## src/rtl/vm_change_pkg.sv

```systemverilog
// Shared definitions for the change dispenser: coin codes, coin values in nickel units,
// and the payout FSM state encoding.
package vm_change_pkg;

  typedef enum logic [1:0] {
    COIN_NONE = 2'b00,
    COIN_N    = 2'b01,
    COIN_D    = 2'b10,
    COIN_Q    = 2'b11
  } coin_e;

  localparam int VAL_N = 1;
  localparam int VAL_D = 2;
  localparam int VAL_Q = 5;

  typedef enum logic [2:0] {
    ST_IDLE,
    ST_SELECT,
    ST_EJECT,
    ST_DONE,
    ST_FAULT
  } state_e;

  function automatic int unsigned coin_value(input coin_e c);
    case (c)
      COIN_N:  return VAL_N;
      COIN_D:  return VAL_D;
      COIN_Q:  return VAL_Q;
      default: return 0;
    endcase
  endfunction

endpackage

```

## src/rtl/coin_stock_counter.sv

```systemverilog
// Per-denomination coin stock: saturating up/down counter, loads INIT on reset.
// Simultaneous increment and decrement cancel out.
module coin_stock_counter #(
  parameter int CW   = 6,
  parameter int INIT = 20
) (
  input  logic          i_clk,
  input  logic          i_rst_n,
  input  logic          i_inc,
  input  logic          i_dec,
  output logic [CW-1:0] o_count
);

  logic [CW-1:0] r_count;

  always_ff @(posedge i_clk or negedge i_rst_n) begin
    if (!i_rst_n) begin
      r_count <= CW'(INIT);
    end else if (i_inc && !i_dec) begin
      if (r_count != '1) r_count <= r_count + CW'(1);
    end else if (i_dec && !i_inc) begin
      if (r_count != '0) r_count <= r_count - CW'(1);
    end
  end

  assign o_count = r_count;

endmodule

```

## src/rtl/change_dispenser.sv

```systemverilog
// Change dispenser: pays a nickel-unit amount coin-by-coin, largest coin first, with stock
// tracking. Define CHANGE_QUARTER_EN to enable quarter payout and quarter stock.
module change_dispenser
  import vm_change_pkg::*;
#(
  parameter int AW          = 5,
  parameter int CW          = 6,
  parameter int INIT_N      = 20,
  parameter int INIT_D      = 20,
  parameter int INIT_Q      = 8,
  parameter int ACK_TIMEOUT = 15
) (
  input  logic          clk,
  input  logic          reset,
  input  logic          req,
  input  logic [AW-1:0] amt,
  output logic          ready,
  output logic [1:0]    eject,
  input  logic          eject_ack,
  output logic          done,
  output logic          fault,
  output logic [AW-1:0] shortfall,
  input  logic          clr,
  input  logic          refill_n,
  input  logic          refill_d,
  input  logic          refill_q,
  output logic [CW-1:0] stock_n,
  output logic [CW-1:0] stock_d,
  output logic [CW-1:0] stock_q
);

`ifdef CHANGE_QUARTER_EN
  localparam bit Q_EN = 1'b1;
`else
  localparam bit Q_EN = 1'b0;
`endif
  localparam int TW = $clog2(ACK_TIMEOUT + 1);

  state_e        r_state, w_state_nxt;
  coin_e         r_code, w_code_nxt;
  logic [TW-1:0] r_timer, w_timer_nxt;
  logic [AW-1:0] r_rem, w_rem_nxt;
  logic          w_ack;

  assign w_ack = (r_state == ST_EJECT) && eject_ack;

  coin_stock_counter #(.CW(CW), .INIT(INIT_N)) u_stock_n (
    .i_clk(clk), .i_rst_n(reset), .i_inc(refill_n),
    .i_dec(w_ack && (r_code == COIN_N)), .o_count(stock_n));

  coin_stock_counter #(.CW(CW), .INIT(INIT_D)) u_stock_d (
    .i_clk(clk), .i_rst_n(reset), .i_inc(refill_d),
    .i_dec(w_ack && (r_code == COIN_D)), .o_count(stock_d));

  // Without quarters this counter resets to 0 and never moves.
  coin_stock_counter #(.CW(CW), .INIT(Q_EN ? INIT_Q : 0)) u_stock_q (
    .i_clk(clk), .i_rst_n(reset), .i_inc(refill_q && Q_EN),
    .i_dec(w_ack && (r_code == COIN_Q)), .o_count(stock_q));

  always_ff @(posedge clk or negedge reset) begin
    if (!reset) begin
      r_state <= ST_IDLE;
      r_code  <= COIN_NONE;
      r_timer <= '0;
    end else begin
      r_state <= w_state_nxt;
      r_code  <= w_code_nxt;
      r_timer <= w_timer_nxt;
    end
  end

  // Remainder is only observed in SELECT/EJECT/FAULT, all entered after a load from amt.
  always_ff @(posedge clk) begin
    r_rem <= w_rem_nxt;
  end

  always_comb begin
    w_state_nxt = r_state;
    w_code_nxt  = r_code;
    w_timer_nxt = r_timer;
    w_rem_nxt   = r_rem;
    ready       = 1'b0;
    eject       = COIN_NONE;
    done        = 1'b0;
    fault       = 1'b0;
    shortfall   = '0;
    case (r_state)
      ST_IDLE: begin
        ready = 1'b1;
        if (req) begin
          w_rem_nxt   = amt;
          w_state_nxt = ST_SELECT;
        end
      end
      ST_SELECT: begin
        w_timer_nxt = '0;
        if (r_rem == '0) begin
          w_state_nxt = ST_DONE;
        end else if (Q_EN && (r_rem >= AW'(VAL_Q)) && (stock_q != '0)) begin
          w_code_nxt  = COIN_Q;
          w_state_nxt = ST_EJECT;
        end else if ((r_rem >= AW'(VAL_D)) && (stock_d != '0)) begin
          w_code_nxt  = COIN_D;
          w_state_nxt = ST_EJECT;
        end else if (stock_n != '0) begin
          w_code_nxt  = COIN_N;
          w_state_nxt = ST_EJECT;
        end else begin
          w_state_nxt = ST_FAULT;
        end
      end
      ST_EJECT: begin
        eject = r_code;
        if (eject_ack) begin
          w_rem_nxt   = r_rem - AW'(coin_value(r_code));
          w_state_nxt = ST_SELECT;
        end else if (r_timer == TW'(ACK_TIMEOUT - 1)) begin
          w_state_nxt = ST_FAULT;
        end else begin
          w_timer_nxt = r_timer + TW'(1);
        end
      end
      ST_DONE: begin
        done        = 1'b1;
        w_state_nxt = ST_IDLE;
      end
      ST_FAULT: begin
        fault     = 1'b1;
        shortfall = r_rem;
        if (clr) w_state_nxt = ST_IDLE;
      end
      default: w_state_nxt = ST_IDLE;
    endcase
  end

endmodule

```

## config.mk

```make
export PLATFORM = sky130hd
export DESIGN_NAME = change_dispenser
export DESIGN_NICKNAME = d
export VERILOG_FILES = /design/src/rtl/vm_change_pkg.sv /design/src/rtl/coin_stock_counter.sv /design/src/rtl/change_dispenser.sv
export SDC_FILE = /design/constraint.sdc
export NUM_CORES = 1
export LEC_CHECK = 0
export ABC_AREA = 1
export CORE_MARGIN = 2
export CORE_UTILIZATION = 57
export DETAILED_ROUTE_END_ITERATION = 10
export GPL_TIMING_DRIVEN = 0
export PLACE_DENSITY = 0.95
export SETUP_SLACK_MARGIN = 0.3
export SLEW_MARGIN = 0
export SYNTH_ARGS = -nofsm -noshare
export SYNTH_HDL_FRONTEND = slang
export SYNTH_SLANG_ARGS = --single-unit
```

## constraint.sdc

```tcl
create_clock -name clk -period 3.6 [get_ports clk]
set_input_delay 0.72 -clock clk [delete_from_list [all_inputs] [get_ports clk]]
set_output_delay 0.72 -clock clk [all_outputs]
set_load 0.01 [all_outputs]
```

Word level (Yosys, flattened, before mapping)
Index checks and enable logic that the tools add are counted.

word-level totals
  bits in registers = 32
  bits in latches = 0
  bits in writable memories = 0
  bits in read-only memories = 0
  word-level logic and storage cells = 98
  memories = 0

operators by class
  add/subtract/negate cells = 7
  multipliers = 0
  divide/modulo/power cells = 0
  order comparisons = 1
  equality and inequality tests = 18
  shift operators = 0
  multiplexer cells = 32
  bitwise operators = 1
  reduce and logical (&&, ||, !) cells = 32

operator list
  cell                                                                    number
  6-bit two-way mux                                                       8
  5-bit two-way mux                                                       5
  3-bit two-way mux                                                       7
  3-bit AND reduction                                                     6
  6-bit nonzero test                                                      3
  6-bit by 1-bit subtractor with 6-bit output (second input constant)     3
  2-bit != test (second input constant)                                   7
  2-bit nonzero test                                                      7
  6-bit by 1-bit adder with 6-bit output (second input constant)          2
  6-bit != test (second input constant)                                   2
  3-bit one-hot mux with 4 select lines                                   1
  5-bit one-hot mux with 2 select lines                                   1
  1-bit logical AND                                                       9
  3-bit one-hot mux with 3 select lines                                   1
  4-bit two-way mux                                                       2
  4-bit one-hot mux with 2 select lines                                   1
  3-bit by 2-bit equality test with 1-bit output (second input constant)  2
  2-bit two-way mux                                                       3
  5-bit by 2-bit >= comparator with 1-bit output (second input constant)  1
  5-bit logical NOT                                                       1
  5-bit subtractor                                                        1
  4-bit by 1-bit adder with 4-bit output (second input constant)          1
  2-bit equality test (second input constant)                             2
  4-bit equality test (second input constant)                             1
  other kinds (9)                                                         14

Depth between registers and ports, before layout
  depth after elaboration = 7
  mapped depth = 14
  depth with buffers taken out = 14

Cells and area by module
Synthesis repeated with hierarchy kept, for this count alone.

unflattened totals
  cell total of the unflattened synthesis = 354
  area, all modules = 2504.9 um2

by module, submodules not included
  module                              instances  cells each  area each (um2)  sequential area each (um2)
  coin_stock_counter (u_stock_d ...)  2          73          504.2            152.6
  change_dispenser                    1          135         994.7            375.4
  coin_stock_counter (u_stock_q)      1          73          501.7            150.1

Worst setup path after synthesis
OpenSTA, ideal clock, no wires.

  kind = input -> register
  from = input eject_ack
  to = register u_stock_n.r_count[3], in the netlist u_stock_n.o_count[3]
  arrival time = 1.945 ns
  required time = 3.478 ns
  slack = 1.534 ns
  stages = 10
  path buffers = 0
  path through = inv_1 > nor2_1 > nand4_1 > nand2_1 > ha_1 > nand2_1 > inv_1 > a21oi_1 > xor2_1 > a21oi_2

on the way
  longest elaborated chain between the ends = 6
  elaborated cells on any way between the ends = 10
  those cells by class = eq/ne: 1; mux: 1; reduce/logical: 8

RTL lines
  what                                                                         line                      RTL
  from (decl)                                                                  change_dispenser.sv:19    input logic eject_ack,
  1-bit logical AND (*)                                                        change_dispenser.sv:45    assign w_ack = (r_state == ST_EJECT) && eject_ack;
  1-bit logical AND (*)                                                        change_dispenser.sv:49    .i_dec(w_ack && (r_code == COIN_N)), .o_count(stock_n));
  1-bit logical NOT                                                            coin_stock_counter.sv:19  end else if (i_inc && !i_dec) begin
  1-bit logical AND                                                            coin_stock_counter.sv:19
  2-bit != test (no source line) / 2-bit nonzero test (equally long branches)  n/a
  3-bit AND reduction (no source line)                                         n/a
  to (signal assigned)                                                         coin_stock_counter.sv:18  r_count <= CW'(INIT);
  to (signal assigned)                                                         coin_stock_counter.sv:20  if (r_count != '1) r_count <= r_count + CW'(1);
  to (signal assigned)                                                         coin_stock_counter.sv:22  if (r_count != '0) r_count <= r_count - CW'(1);
  to (decl)                                                                    coin_stock_counter.sv:14  logic [CW-1:0] r_count;

Mark *: on every way between the ends. The rest lies on a longest branch, timed or not.
A chain may end at the register's enable or synchronous reset.

Final worst setup path
Ends and elaborated chain as after synthesis.

==> results.sh <==
export IMPL_status="completed"
export IMPL_cp_max_fo=6
export IMPL_p_sw_mw=1.07
export IMPL_grt_pass1_wl_mm=8.34
export IMPL_powerDensity_nw_per_um2=822
export IMPL_cts_setup_buffers=0
export IMPL_fmax_mhz=371
export IMPL_pwr_share_clk_pct=12.2
export IMPL_vias_per_cell=5.31
export IMPL_drt_iter0_markers=111
export IMPL_firstDrtPassIters=4
export IMPL_worstMarginPinSlew_ns=0.605
export IMPL_crit_type="in -> reg"
export IMPL_synth_top_area_share_pct=24.7
export IMPL_r2r_start="r_state[2]"
export IMPL_drt_met1_wl_mm=2.09
export IMPL_clk_latency_ns=0.29
export IMPL_worst_ep_arrival_time_ns=2.87
export IMPL_critPathCaptureType="register"
export IMPL_relSlewSlack_pct=59.6
export IMPL_synth_cells=290
export IMPL_fin_tns_setup_ns=0
export IMPL_ys_flop_type="dfrtp_1"
export IMPL_globalplace_congestion=0.839
export IMPL_stdcell_count=387
export IMPL_grt_usage_pct=24.1
export IMPL_ys_seq_elements=32
export IMPL_antenna_found_initial=0
export IMPL_hpwl_mm=3.78
export IMPL_pre_cts_slack_ns=0.650
export IMPL_numCtsBuffers=5
export IMPL_final_antenna_net_count=0
export IMPL_fin_nets=366
export IMPL_wl_met2_mm=2.49
export IMPL_num_vias=2056
export IMPL_coreArea_um2=3970
export IMPL_drt_total_wl_mm=4.87
export IMPL_cpLargestDelayFamily="buffers and inverters"
export IMPL_dp_cells=379
export IMPL_async_reset_ff_share_pct=84.4
export IMPL_start_kind="input pin"
export IMPL_required_ns=3.77
export IMPL_synthTopCellsByArea="dfrtp_1 25%, nand2_1 10%, ha_1 7.5%"
export IMPL_maxCapViolCount=0
export IMPL_path_buf_inv=3
export IMPL_cts_tree="built"
export IMPL_fillCellCount=312
export IMPL_internal_power_mw=1.29
export IMPL_crit_start="eject_ack"
export IMPL_grt_pass1_vias=2030
export IMPL_cts_max_level=2
export IMPL_power_frac_comb_pct=55.8
export IMPL_post_cts_resized=0
export IMPL_die_y_um=67.9
export IMPL_drc_errors=0
export IMPL_seq_power_share_pct=32.0
export IMPL_finalCritPeriodShare_pct=75.0
export IMPL_worstPathCellList="clkdlybuf4s50_1 > inv_1 > nor2_1 > nand4_1 > nand2_1 > ha_1 > nand2_1 > inv_1 > a21oi_1 > xor2_1 > a21oi_2"
export IMPL_slowest_delay_ns=0.61
export IMPL_die_area_um2=4610
export IMPL_syn_area_per_cell_um2=8.02
export IMPL_postCtsHoldBufs=0
export IMPL_wl_per_cell_um=12.6
export IMPL_port_buffers=39
export IMPL_overflow=0
export IMPL_setup_viol=0
export IMPL_hold_class="in -> async"
export IMPL_clk_pin_slew_worst_paths_ns=0.07
export IMPL_placementRows=23
export IMPL_slew_viol_final=0
export IMPL_yosys_top_cells_count="64 x nand2_1, 38 x nor2_1, 36 x inv_1"
export IMPL_grt_max_degree=28
export IMPL_die_w_um=67.9
export IMPL_finalHoldViolations=0
export IMPL_crit_slowest_cell="clkdlybuf4s50_1"
export IMPL_ys_seq_area_share_pct=35.7
export IMPL_synthMostInstantiatedCell="nand2_1"
export IMPL_p_leak_nw=1.36
export IMPL_swShare_pct=45.3
export IMPL_cts_root_buf="clkbuf_8"
export IMPL_yosysWarnings=0
export IMPL_ioPinCount=41
export IMPL_synth_fp_nets=320
export IMPL_peakVddDrop_uv=404
export IMPL_placed_area_um2=2780
export IMPL_period_needed_ns=2.70
export IMPL_syn2layout_area_growth_pct=23.1
export IMPL_routed_wl_met3_um=193
export IMPL_netlist_area_um2=2330
export IMPL_fin_skew_ns=0.00740
export IMPL_clockBufferDepth=2
export IMPL_antenna_cells=0
export IMPL_synth_cell_types=30
export IMPL_synth_edf_count=5
export IMPL_start_util_pct=58.6
export IMPL_drive_above_1_share_pct=12.8
export IMPL_setup_slack_ns=0.901
export IMPL_top_layer="met4"
export IMPL_reg2reg_slack_ns=1.47
export IMPL_postLayoutCellArea_um2=2870
export IMPL_yosys_area_top_type="dfrtp_1"
export IMPL_cts_sinks=32
export IMPL_rsz0062_at_grt="false"
==> power by group through the flow <==
| stage | combinational [mW] | clock [mW] | sequential (mW) |
|---|---|---|---|
| after detailed placement | 1.31 | 0 | 0.757 |
| after CTS | 1.32 | 0.289 | 0.750 |
| final | 1.31 | 0.287 | 0.753 |
| after global placement | 1.25 | 0 | 0.742 |
| after floorplan | 0.888 | 0 | 0.749 |
| after global routing | 1.48 | 0.309 | 0.777 |
==> worst paths after layout <==
path,endpoint,cells past startpoint
setup / recovery,u_stock_n.o_count[3],11
hold / removal,r_state[0],1
setup reg to reg,u_stock_d.o_count[3],9
hold reg to reg,r_timer[0],1
max in group asynchronous,u_stock_d.o_count[3],1
min in group clk,r_timer[0],1
==> through the flow <==
step	hold WS (ns)	power, mW	util (%)
after floorplan	0.424	1.64	-
after global placement	0.483	2.00	70.0
after detailed placement	0.498	2.07	70.0
after CTS	0.507	2.36	72.3
after global routing	0.496	2.57	72.1
final	0.435	2.36	72.1
==> final cells by class <==
type / instances / area, um2 / share of cell area (%)
Multi-Input combinational cell: 215 / 1330 / 46.6
Sequential cell: 32 / 831 / 29.0
Timing Repair Buffer: 39 / 385 / 13.4
Inverter: 41 / 154 / 5.37
Clock buffer: 8 / 90.1 / 3.14
Tap cell: 50 / 62.6 / 2.18
Buffer: 2 / 8.76 / 0.306
==> per-layer routing <==
layer	up-vias	track usage (%)
li1	1034	-
met1	969	28.3
met2	41	42.2
met4	0	9.75
met5	-	0
met3	12	5.92
==> placed cells by master, fill, tap and decap left out, drive strengths merged <==
master / instances
ha: 14
inv: 41
dfstp: 4
nor2: 44
xnor2: 6
a21boi: 1
buf: 2
nand4: 8
o21ai: 10
edfxtp: 5
clkbuf: 9
nand2: 68
a21oi: 16
fa: 3
xor2: 10
clkdlybuf4s50: 38
nand3: 29
dfrtp: 23
o31ai: 1
nor3: 5
==> state kept, by name, indices dropped and copies added (netlist names) <==
signal             count
u_stock_q.o_count      6
r_code                 2
r_state                3
u_stock_d.o_count      6
r_timer                4
r_rem                  5
u_stock_n.o_count      6
==> worst reg2reg max path, delay by kind of cell (launching register included) <==
family	cells	cell delay (ns)
buf+inv	1	0.06
xor+xnor	1	0.22
fa+ha+maj	1	0.33
compound gates	2	0.25
simple gates	4	0.72
flops	1	0.44
==> kinds of logic after synthesis <==
group / synth area share [%]
fa+ha+maj: 10.1
flops: 35.7
xor+xnor: 6.67
buf+inv: 6.99
compound gates: 7.20
simple gates: 33.3
Power figures use the tool's default switching activity.
